[config.mk]
export PLATFORM = sky130hd
export DESIGN_NAME = serial_magnitude_comparator
export DESIGN_NICKNAME = d
export VERILOG_FILES = /design/src/rtl/serial_cmp_pkg.sv /design/src/rtl/bit_compare_cell.sv /design/src/rtl/serial_magnitude_comparator.sv
export SDC_FILE = /design/constraint.sdc
export NUM_CORES = 1
export LEC_CHECK = 0
export ABC_AREA = 1
export BUFFER_PORTS_ARGS = -buffer_cell sky130_fd_sc_hd__buf_2
export CORE_MARGIN = 2
export CORE_UTILIZATION = 35
export DETAILED_ROUTE_END_ITERATION = 16
export PLACE_DENSITY = 0.53
export SLEW_MARGIN = 10
export SYNTH_ARGS = -nofsm -noshare
export SYNTH_HDL_FRONTEND = slang
export SYNTH_SLANG_ARGS = --single-unit
[constraint.sdc]
create_clock -name clk -period 3 [get_ports clk]
set_clock_uncertainty 0.15 [all_clocks]
set_input_delay 0.15 -clock clk [delete_from_list [all_inputs] [get_ports clk]]
set_output_delay 0.15 -clock clk [all_outputs]
set_load 0.02 [all_outputs]
[src/rtl/serial_cmp_pkg.sv]
// Shared types and constants for the bit-serial magnitude comparator.
//   cmp_state_t       : controller state encoding (IDLE, SHIFT, DONE)
//   CMP_DEFAULT_WIDTH : default operand width
package serial_cmp_pkg;

    localparam int unsigned CMP_DEFAULT_WIDTH = 8;

    typedef enum logic [1:0] {
        IDLE  = 2'd0,
        SHIFT = 2'd1,
        DONE  = 2'd2
    } cmp_state_t;

endpackage

[src/rtl/bit_compare_cell.sv]
// One slice of the equal/greater comparator cascade (MSB-first recurrence).
// Ports:
//   a_i, b_i : current operand bits
//   e_in     : higher-order bits equal so far
//   g_in     : B already decided greater than A
//   e_out    : equality carried past this bit
//   g_out    : B-greater carried past this bit
module bit_compare_cell (
    input  logic a_i,
    input  logic b_i,
    input  logic e_in,
    input  logic g_in,
    output logic e_out,
    output logic g_out
);

    assign e_out = e_in & ~(a_i ^ b_i);
    assign g_out = g_in | (~a_i & b_i & e_in);

endmodule

[src/rtl/serial_magnitude_comparator.sv]
// Bit-serial magnitude comparator: accepts A/B over a valid/ready handshake,
// walks one bit per clock MSB first through a single bit_compare_cell, then
// presents eq / b_gt_a / a_gt_b over a second valid/ready handshake.
// Optional build macro: SERIAL_CMP_EARLY_EXIT_EN -- leave SHIFT at the first
// differing bit instead of always walking all WIDTH bits.
// Ports:
//   clk, rst_n           : clock, async active-low reset
//   in_valid, in_ready   : operand handshake
//   a, b                 : operands (WIDTH bits)
//   out_valid, out_ready : result handshake
//   eq, b_gt_a, a_gt_b   : result flags, zero while out_valid is low
//   busy                 : high in SHIFT and DONE
module serial_magnitude_comparator
    import serial_cmp_pkg::*;
#(
    parameter int unsigned WIDTH = CMP_DEFAULT_WIDTH
) (
    input  logic             clk,
    input  logic             rst_n,
    input  logic             in_valid,
    output logic             in_ready,
    input  logic [WIDTH-1:0] a,
    input  logic [WIDTH-1:0] b,
    output logic             out_valid,
    input  logic             out_ready,
    output logic             eq,
    output logic             b_gt_a,
    output logic             a_gt_b,
    output logic             busy
);

    localparam int unsigned CNT_W = $clog2(WIDTH + 1);

    cmp_state_t       state;
    cmp_state_t       state_next;
    logic [WIDTH-1:0] a_sh;
    logic [WIDTH-1:0] b_sh;
    logic             e;
    logic             g;
    logic [CNT_W-1:0] cnt;
    logic             e_next;
    logic             g_next;
    logic             load;
    logic             step;

    // Single reused slice, fed by the shift-register MSBs.
    bit_compare_cell u_cell (
        .a_i   (a_sh[WIDTH-1]),
        .b_i   (b_sh[WIDTH-1]),
        .e_in  (e),
        .g_in  (g),
        .e_out (e_next),
        .g_out (g_next)
    );

    // State register.
    always_ff @(posedge clk or negedge rst_n) begin
        if (!rst_n) begin
            state <= IDLE;
        end else begin
            state <= state_next;
        end
    end

    // Next-state and datapath control.
    always_comb begin
        state_next = state;
        load       = 1'b0;
        step       = 1'b0;
        case (state)
            IDLE: begin
                if (in_valid) begin
                    load       = 1'b1;
                    state_next = SHIFT;
                end
            end
            SHIFT: begin
                step = 1'b1;
                if (cnt == CNT_W'(1)) begin
                    state_next = DONE;
                end
`ifdef SERIAL_CMP_EARLY_EXIT_EN
                // The result is settled at the first differing bit.
                if (!e_next) begin
                    state_next = DONE;
                end
`endif
            end
            DONE: begin
                if (out_ready) begin
                    state_next = IDLE;
                end
            end
            default: begin
                state_next = IDLE;
            end
        endcase
    end

    // Operand shift registers, cascade flops and bit counter.
    always_ff @(posedge clk or negedge rst_n) begin
        if (!rst_n) begin
            a_sh <= '0;
            b_sh <= '0;
            e    <= 1'b1;
            g    <= 1'b0;
            cnt  <= '0;
        end else if (load) begin
            a_sh <= a;
            b_sh <= b;
            e    <= 1'b1;
            g    <= 1'b0;
            cnt  <= CNT_W'(WIDTH);
        end else if (step) begin
            a_sh <= {a_sh[WIDTH-2:0], 1'b0};
            b_sh <= {b_sh[WIDTH-2:0], 1'b0};
            e    <= e_next;
            g    <= g_next;
            if (cnt != '0) begin
                cnt <= cnt - CNT_W'(1);
            end
        end
    end

    // Outputs decode registered state only; flags are gated by out_valid.
    assign in_ready  = (state == IDLE);
    assign out_valid = (state == DONE);
    assign busy      = (state != IDLE);
    assign eq        = out_valid & e;
    assign b_gt_a    = out_valid & g;
    assign a_gt_b    = out_valid & ~e & ~g;

endmodule

After elaboration in Yosys (flattened, before gate mapping)
Index checks and enable logic that the tools add are counted.

Bits in registers: 24. Output and inout port bits: 6. Logic and storage cells: 51.

Add/sub/neg operators: 1. Eq/ne operators: 6. Multiplexer cells: 18. Bitwise logic cells: 13. Reductions and logical operators: 7.

Operators by type and width (number): $mux W8 (4); $mux W4 (3); $and A1 B1 Y1 (7); $mux W1 (7); $mux W2 (3); $pmux W2 S3 (1); $reduce_bool A2 Y1 (3); $eq A4 B1 Y1 const B (1); $ne A2 B2 Y1 const B (2); $not A1 Y1 (4); $reduce_bool A4 Y1 (1); $sub A4 B1 Y4 const B (1); $reduce_and A3 Y1 (1); $eq A2 B1 Y1 const B (1); $eq A2 B2 Y1 const B (1); $logic_not A2 Y1 (1); $ne A2 B1 Y1 const B (1); $reduce_and A2 Y1 (1); $or A1 B1 Y1 (1); $xor A1 B1 Y1 (1).

Longest topological paths before layout
Gate-level depths: netlist of the first run.

Word-level depth: 6. Mapped depth: 7. Mapped depth without buffers: 7.

Modules after synthesis
Synthesis of the first run repeated with hierarchy kept, for this count alone.

Cell total of the unflattened synthesis: 146. Area, all modules: 1290.0 µm².

By module, submodules not included: serial_magnitude_comparator (instances 1, cells each 139, area an instance 1255.0 µm²); bit_compare_cell (instances 1, cells each 7, area an instance 35.0 µm²).

Worst setup path before layout of the first run
No wires, ideal clock.

Kind: register to register. Start: reg state[1]. End: reg b_sh[7]. Arrival: 1.169 ns. Path slack: 1.561 ns. Stages on the path, launching flop included: 8. Path buffers: 1. Period minus slack after synthesis: 1.439 ns. Path through: dfrtp_1 -> nor2_4 -> nand2_8 -> inv_8 -> nor2_8 -> buf_12 -> nand2_2 -> nand3_2.

Cells in the longest elaborated chain, start to end: 3. Elaborated cells on any way between the ends: 6.

Ends and longest elaborated chain: start: declaration (line serial_magnitude_comparator.sv:34) `cmp_state_t state;`; start signal: assignment (line serial_magnitude_comparator.sv:61) `state <= state_next;`; $logic_not A2 Y1 *; net in_ready (line serial_magnitude_comparator.sv:21) `output logic in_ready,`; $mux W1 * (line serial_magnitude_comparator.sv:70) `case (state)`; $mux W8 / $reduce_bool A2 Y1 (equally long branches); end signal: assignment (line serial_magnitude_comparator.sv:116) `b_sh <= {b_sh[WIDTH-2:0], 1'b0};`; end: declaration (line serial_magnitude_comparator.sv:37) `logic [WIDTH-1:0] b_sh;`.

The timed path passes the listed nets; every way through them passes the cells marked *. A chain may end at the register's enable or synchronous reset.

Worst setup path in the final report of the first run
Start: reg state[0]. End: out a_gt_b.

Cells in the longest elaborated chain, start to end: 3.

Ends and longest elaborated chain: $eq A2 B2 Y1 (line serial_magnitude_comparator.sv:127) `assign out_valid = (state == DONE);`; $and A1 B1 Y1 (2 in a row) (line serial_magnitude_comparator.sv:131) `assign a_gt_b = out_valid & ~e & ~g;`; end: declaration (line serial_magnitude_comparator.sv:28) `output logic a_gt_b,`.

No other way between the ends.

==> impl_metrics.env, run 1 <==
export IMPL_synth_area_um2=1276
export IMPL_synth_edf_count=0
export IMPL_final_antenna_net_count=0
export IMPL_finalSetupViolCount=0
export IMPL_clock_path_buffers=2
export IMPL_nFillCells=365
export IMPL_clkTransAtPathRegs_ns=0.13
export IMPL_die_area_um2=4145
export IMPL_drt_iter0_markers=35
export IMPL_final_nets=209
export IMPL_seqCellArea_um2=601.8
export IMPL_p_leak_nw=0.8518
export IMPL_worst_pin_slew_ns=0.5595
export IMPL_outcome="finished clean"
export IMPL_cts_setup_buffers=0
export IMPL_grt_max_degree=25
export IMPL_dr_pass1_iters=4
export IMPL_syn_instance_count=141
export IMPL_synth_top_flop_cell="dfrtp_1"
export IMPL_ys_async_sr_fraction_pct=100.0
export IMPL_wl_per_cell_um=10.16
export IMPL_grt_pass1_vias=1021
export IMPL_fin_tns_setup_ns=0
export IMPL_grtUsageTotal_pct=12.91
export IMPL_overflow=0
export IMPL_drv_slew=0
export IMPL_finish_utilization_pct=47.88
export IMPL_drive_above_1_share_pct=30.81
export IMPL_io_buffer_count=25
export IMPL_die_w_um=64.39
export IMPL_cap_violations=0
export IMPL_start_kind="register"
export IMPL_routabilityCongestion=0.7495
export IMPL_clock_sinks=24
export IMPL_start_util_pct=37.36
export IMPL_power_density_nw_per_um2=914.0
export IMPL_critical_path_class="reg -> out"
export IMPL_slew_headroom_pct=62.61
export IMPL_cts_root_buf="clkbuf_4"
export IMPL_synth_seq_cells=24
export IMPL_crit_arrival_ns=1.35
export IMPL_cp_max_fo=5
export IMPL_ys_warn_count=0
export IMPL_htreeDepth=1
export IMPL_core_area_um2=3416
export IMPL_drc=0
export IMPL_die_h_um=64.39
export IMPL_ys_types=23
export IMPL_multi_input_area_um2=571.8
export IMPL_post_synth_cell_area_avg_um2=9.051
export IMPL_peakVddDrop_mv=0.3317
export IMPL_antennaDiodeCount=0
export IMPL_syn_nets=164
export IMPL_power_total_mw=1.495
export IMPL_hpwlAfterDp_mm=1.702
export IMPL_grt_pass1_wl_mm=4.236
export IMPL_min_period_ns=1.649
export IMPL_vias=1051
export IMPL_required_ns=2.70
export IMPL_yosysSeqAreaShare_pct=47.16
export IMPL_io_pins=26
export IMPL_cts_buffers=3
export IMPL_via_per_inst=4.550
export IMPL_period_share_pct=54.96
export IMPL_rsz0062_at_grt="false"
export IMPL_area_growth_pct=28.14
export IMPL_clk_latency_ns=0.31
export IMPL_fmax_mhz=606.5
export IMPL_antenna_found_initial=0
export IMPL_cts_tree="done"
export IMPL_fp_row_count=21
export IMPL_holdCritPathClass="in -> async"
export IMPL_totalWireLength_mm=2.348
export IMPL_finalHoldViolations=0
export IMPL_cp_end_kind="primary output"
## registers in the layout, summed over array words and instances (netlist names)
name,cells
cnt,4
state,2
a_sh,8
g,1
e,1
b_sh,8
## cells in the final DEF, fill, tap and decap left out, drive strengths merged, types with 3 or more instances in the layout
cell and count:
buf 25, clkbuf 4, dfrtp 23, dlygate4sd3 19, ha 3, inv 12, nand2 61, nand3 23
nor2 6, o21ai 4
## where the power goes
| part | internal, mW | leakage, nW | total [mW] | switching, mW |
|---|---|---|---|---|
| registers | 0.484 | 0.298 | 0.593 | 0.109 |
| clock network | 0.0740 | 0.0210 | 0.167 | 0.0926 |
| logic | 0.280 | 0.533 | 0.735 | 0.455 |
| total | 0.838 | 0.852 | 1.49 | 0.657 |
## path summary, 6_finish.rpt
path                            slack [ns]  startpoint      end  cells past startpoint
worst max register to register        1.45    state[0]  b_sh[4]                      5
min in group clk                      0.35     b_sh[2]  b_sh[2]                      2
worst max-delay path                  1.35    state[0]   a_gt_b                      4
worst min-delay path                  0.19       rst_n   cnt[1]                      2
worst min register to register        0.35     b_sh[2]  b_sh[2]                      2
max in group asynchronous             2.14       rst_n  b_sh[3]                      2
## critical path, stage by stage (launching register included)
cell and delay, ns:
dfrtp_1 0.45, inv_2 0.11, nand2_1 0.13, nor3_1 0.17
buf_2 0.19
## Yosys cell counts, types with 2 or more instances
cell     number  area share, %
ha_1          3            2.9
buf_6         2            1.8
nand2_1      47             14
inv_1        10            2.9
dfrtp_1      23             45
nand2_2      12            5.9
o21ai_0       4            1.6
nand3_1      15            5.9
nor2_1        3           0.88
nand3_2       8            6.3
nor2_4        2            1.8
## per-stage QoR
stage	instances	hold WS (ns)	instance area, µm²	setup WS [ns]
floorplan	141	-0.2956	1276	1.561
global placement	208	0.02328	1409	1.467
detailed placement	208	0.02204	1409	1.440
CTS	231	0.2027	1635	1.302
global route	231	0.2206	1635	1.231
finish	231	0.1870	1635	1.351
## final cells by class
cell class | instances | share of cell area [%]
Clock buffer | 4 | 2.219
Inverter | 12 | 3.213
Multi-Input combinational cell | 101 | 34.97
Sequential cell | 24 | 36.80
Tap cell | 46 | 3.520
Timing Repair Buffer | 44 | 19.28
## kinds of logic after synthesis
family | synth area share [%]
flip-flops | 47.16
AND/OR/NAND/NOR | 39.41
AO/OA/AOI/OAI | 2.451
adder cells (fa/ha/maj) | 2.941
buffers and inverters | 8.039
## layer usage
layer / share of wire [%] / global-route usage [%] / vias to the layer above
li1: - / - / 534
met1: 45 / 15.50 / 500
met2: 51 / 22.66 / 15
met3: 3.4 / 2.641 / 2
met4: 0.81 / 4.787 / 0
met5: 0 / 0 / -
## what timing repair did
item / CTS / global route
endpoints found under the hold margin: 41 / 0
hold buffers: 19 / 0
resized for setup: 0 / 0
(Power assumes the default switching activity.)
==> run 2: changes to the inputs <==
- clock period: 3 -> 1.61 ns (I/O delays scaled with it)
==> run 2 against run 1 <==
First-iteration DRC count rose by 40%; register-to-register slack got worse by 1.3 ns; routed wire length rose by 3.0%; global-route usage rose by 0.50 points; sequential power rose by 87%; final area rose by 1.9%; flip-flop and latch count did not move; die area did not move; clock power rose by 89%; largest cell class unchanged.
==> impl_metrics.env, run 2 (synthesized netlist as in run 1, its figures left out) <==
export IMPL_grtUsageTotal_pct=13.42
export IMPL_fmax_mhz=695.8
export IMPL_overflow=0
export IMPL_hpwlAfterDp_mm=1.688
export IMPL_dr_wl_met3_um=86
export IMPL_clk_latency_ns=0.31
export IMPL_place_inst=210
export IMPL_top_regs="a_sh (8), b_sh (8), cnt (4)"
export IMPL_grt_pass1_vias=1005
export IMPL_fin_ws_ns=0.1727
export IMPL_required_ns=1.38
export IMPL_period_share_pct=89.27
export IMPL_core_area_um2=3416
export IMPL_wl_per_cell_um=10.34
export IMPL_drv_slew=0
export IMPL_drt_iter0_markers=49
export IMPL_clock_sinks=24
export IMPL_regToRegSetupSlack_ns=0.18
export IMPL_start_kind="register"
export IMPL_highest_layer="met4"
export IMPL_holdCritPathClass="in -> async"
export IMPL_slowest_stage="dfstp_2"
export IMPL_io_buffer_count=25
export IMPL_htreeDepth=1
export IMPL_final_antenna_net_count=0
export IMPL_power_total_mw=2.883
export IMPL_io_pins=26
export IMPL_peakVddDrop_mv=0.8744
export IMPL_die_area_um2=4145
export IMPL_cts_tree="done"
export IMPL_layout_cells_non_filler=234
export IMPL_worst_r2r_endpoint="b_sh[2]"
export IMPL_critical_path_class="reg -> out"
export IMPL_r2r_cells=7
export IMPL_via_per_inst=4.359
export IMPL_cp_end_kind="primary output"
export IMPL_final_cell_mix="nand2_1, buf_2, dfrtp_1"
export IMPL_area_growth_pct=30.59
export IMPL_cp_max_fo=4
export IMPL_clkTransAtPathRegs_ns=0.13
export IMPL_final_nets=212
export IMPL_cap_violations=0
export IMPL_die_w_um=64.39
export IMPL_vias=1020
export IMPL_rsz0062_at_grt="false"
export IMPL_worst_pin_slew_ns=0.5439
export IMPL_grt_pass1_wl_mm=4.333
export IMPL_layout_commonest_cell="nand2_1"
export IMPL_dr_pass1_iters=6
export IMPL_max_stage_delay_ns=0.58
export IMPL_cts_root_buf="clkbuf_4"
export IMPL_slew_headroom_pct=63.74
export IMPL_grt_max_degree=25
export IMPL_drive_above_1_share_pct=33.51
export IMPL_path_cells="inv_1 > nor2_1 > buf_2"
export IMPL_fp_row_count=21
export IMPL_min_period_ns=1.437
export IMPL_antenna_found_initial=0
export IMPL_finalSetupViolCount=0
export IMPL_routabilityCongestion=0.7475
export IMPL_antennaDiodeCount=0
export IMPL_critPathBufInv=2
export IMPL_drc=0
export IMPL_crit_arrival_ns=1.21
export IMPL_wl_met2_mm=1.189
export IMPL_power_density_nw_per_um2=1730
export IMPL_totalWireLength_mm=2.419
export IMPL_cts_buffers=3
export IMPL_clock_path_buffers=2
export IMPL_finalHoldViolations=0
export IMPL_die_h_um=64.39
export IMPL_r2r_start="state[0]"
export IMPL_p_leak_nw=0.8670
export IMPL_start_util_pct=37.36
export IMPL_pre_cts_slack_ns=0.1981
export IMPL_fin_tns_setup_ns=0
export IMPL_m1WireLength_mm=1.125
export IMPL_crit_family="flip-flops"
export IMPL_outcome="finished clean"
-- run 2: stage by stage --
| stage | util, % | instance area [µm²] | hold WS [ns] |
|---|---|---|---|
| after CTS | 48.53 | 1658 | 0.1309 |
| after floorplan | - | 1276 | -0.3651 |
| after detailed placement | 41.69 | 1424 | -0.04167 |
| after global placement | 41.69 | 1424 | -0.04302 |
| final | 48.79 | 1667 | 0.1184 |
| after global routing | 48.79 | 1667 | 0.1665 |
-- run 2: worst max-delay path by stage --
stage	slack [ns]	cells past startpoint	end	startpoint
after floorplan	0.17	7	b_sh[7]	state[1]
after global placement	0.22	6	b_sh[5]	state[1]
after detailed placement	0.20	6	b_sh[6]	state[1]
after CTS	0.001	3	a_gt_b	state[1]
after global routing	0.05	7	b_sh[5]	state[0]
final	0.17	3	eq	e
-- run 2: worst register-to-register path, stage by stage (launching register included) --
cell	delay, ns
dfrtp_1	0.41
buf_4	0.15
nor2_4	0.14
nand2_8	0.10
inv_8	0.14
nor2_8	0.09
nand2_1	0.08
nand3_1	0.06
-- run 2: metal layers --
layer | vias to the layer above | track usage (%)
met1 | 462 | 16.57
met5 | - | 0
met4 | 0 | 3.723
met2 | 17 | 22.79
li1 | 539 | -
met3 | 2 | 3.873
-- run 2: layout make-up --
type / count / area (µm²)
clock buffer: 4 / 36.28
fill: 348 / 1749
inverter: 12 / 52.55
multi-input combinational: 101 / 579.3
sequential: 24 / 603.1
tap: 46 / 57.56
timing repair buffer: 47 / 337.8
-- run 2: power by group --
part	internal [mW]	total (mW)	switching (mW)
Sequential	0.904	1.11	0.203
Combinational	0.579	1.46	0.882
Clock	0.138	0.315	0.177
Total	1.62	2.88	1.26
-- run 2: timing repair --
action / CTS / global route
setup endpoints to repair: 1 / 2
endpoints found under the hold margin: 45 / 0
pin swaps: 0 / 0
hold buffers: 19 / 0
gates resized for setup: 0 / 3
buffers inserted: 1 / 0
==> run 3: changes to the inputs <==
- CTS_BUF_LIST: default -> sky130_fd_sc_hd__clkbuf_16
==> run 3 against run 2 <==
Die area is the same; clock power grew 68%; global-route usage shrank 0.22 points; count of clock-buffer cells in the layout shrank 1; largest power group unchanged; first-iteration DRC count grew 8.2%.
==> impl_metrics.env, run 3 (synthesized netlist as in run 1, its figures left out) <==
export IMPL_pre_cts_slack_ns=0.1981
export IMPL_routabilityCongestion=0.7475
export IMPL_power_density_nw_per_um2=1815
export IMPL_cts_buffers=3
export IMPL_worst_pin_slew_ns=0.5415
export IMPL_die_h_um=64.39
export IMPL_vias=1023
export IMPL_power_total_mw=3.073
export IMPL_grt_pass1_vias=986
export IMPL_area_growth_pct=32.65
export IMPL_outcome="finished clean"
export IMPL_drv_slew=0
export IMPL_fp_row_count=21
export IMPL_core_area_um2=3416
export IMPL_holdCritPathClass="in -> async"
export IMPL_start_util_pct=37.36
export IMPL_final_antenna_net_count=0
export IMPL_wl_per_cell_um=10.39
export IMPL_clock_sinks=24
export IMPL_layout_commonest_cell="nand2_1"
export IMPL_fmax_mhz=668.2
export IMPL_crit_arrival_ns=1.27
export IMPL_peakVddDrop_mv=0.7451
export IMPL_cts_root_buf="clkbuf_16"
export IMPL_die_area_um2=4145
export IMPL_via_per_inst=4.391
export IMPL_drt_iter0_markers=53
export IMPL_fin_ws_ns=0.1134
export IMPL_clkTransAtPathRegs_ns=0.06
export IMPL_grtUsageTotal_pct=13.19
export IMPL_clk_latency_ns=0.25
export IMPL_finalSetupViolCount=0
export IMPL_io_buffer_count=25
export IMPL_finish_utilization_pct=49.56
export IMPL_htreeDepth=1
export IMPL_antennaDiodeCount=0
export IMPL_cts_tree="done"
export IMPL_grt_max_degree=25
export IMPL_start_kind="register"
export IMPL_rsz0062_at_grt="false"
export IMPL_final_cell_mix="nand2_1, buf_2, dfrtp_1"
export IMPL_hpwlAfterDp_mm=1.688
export IMPL_critical_path_class="reg -> out"
export IMPL_io_pins=26
export IMPL_clock_path_buffers=2
export IMPL_totalWireLength_mm=2.420
export IMPL_period_share_pct=92.95
export IMPL_top_regs="a_sh (8), b_sh (8), cnt (4)"
export IMPL_drc=0
export IMPL_cts_setup_buffers=0
export IMPL_min_period_ns=1.497
export IMPL_regToRegSetupSlack_ns=0.22
export IMPL_nFillCells=341
export IMPL_p_leak_nw=0.8788
export IMPL_cp_max_fo=5
export IMPL_cap_violations=0
export IMPL_fin_tns_setup_ns=0
export IMPL_required_ns=1.38
export IMPL_cp_end_kind="primary output"
export IMPL_overflow=0
export IMPL_die_w_um=64.39
export IMPL_final_nets=211
export IMPL_slew_headroom_pct=63.90
export IMPL_drive_above_1_share_pct=31.02
export IMPL_finalHoldViolations=0
export IMPL_antenna_found_initial=0
export IMPL_grt_pass1_wl_mm=4.284
export IMPL_dr_pass1_iters=4
## run 3: area by class of cell
type,count,area [µm²],area share (%)
tap,46,57.56,3.400
clock buffer,3,75.07,4.435
clock inverter,1,3.754,0.2217
sequential,24,601.8,35.55
timing repair buffer,46,330.3,19.51
inverter,12,52.55,3.104
multi-input combinational,101,571.8,33.78
## run 3: critical path, cell delays in order, from the launching register on
cell and delay, ns:
dfrtp_1 0.43, inv_2 0.11, nand2_1 0.14, nor3_1 0.16
buf_2 0.19
## run 3: repair_timing
item                                   4_1_cts  5_1_grt
resized for setup                            0        0
hold buffers                                19        0
setup endpoints to repair                    0        0
endpoints found under the hold margin       41        0
## run 3: worst paths after layout
| kind | start | cells after the start | end |
|---|---|---|---|
| max reg2reg | state[1] | 6 | b_sh[2] |
| min | rst_n | 2 | cnt[3] |
| min reg2reg | b_sh[0] | 2 | b_sh[0] |
| max in group asynchronous | rst_n | 2 | e |
| min in group clk | b_sh[0] | 2 | b_sh[0] |
| max | state[0] | 4 | a_gt_b |
## run 3: through the flow
step | std cells | hold slack, ns | instance area [µm²]
global route | 233 | 0.2663 | 1693
floorplan | 141 | -0.3651 | 1276
global placement | 210 | -0.04302 | 1424
CTS | 233 | 0.2172 | 1693
finish | 233 | 0.1929 | 1693
detailed placement | 210 | -0.04167 | 1424
## run 3: power breakdown
part	total (mW)	internal [mW]	switching (mW)
logic	1.43	0.561	0.867
registers	1.11	0.907	0.208
clock network	0.530	0.331	0.199
total	3.07	1.80	1.27
## run 3: per-layer routing
metal / part of all wire [%] / up-vias / track usage, %
li1: - / 540 / -
met1: 46 / 456 / 17.13
met2: 48 / 25 / 21.74
met3: 4.8 / 2 / 3.873
met4: 0.74 / 0 / 2.926
met5: 0 / - / 0
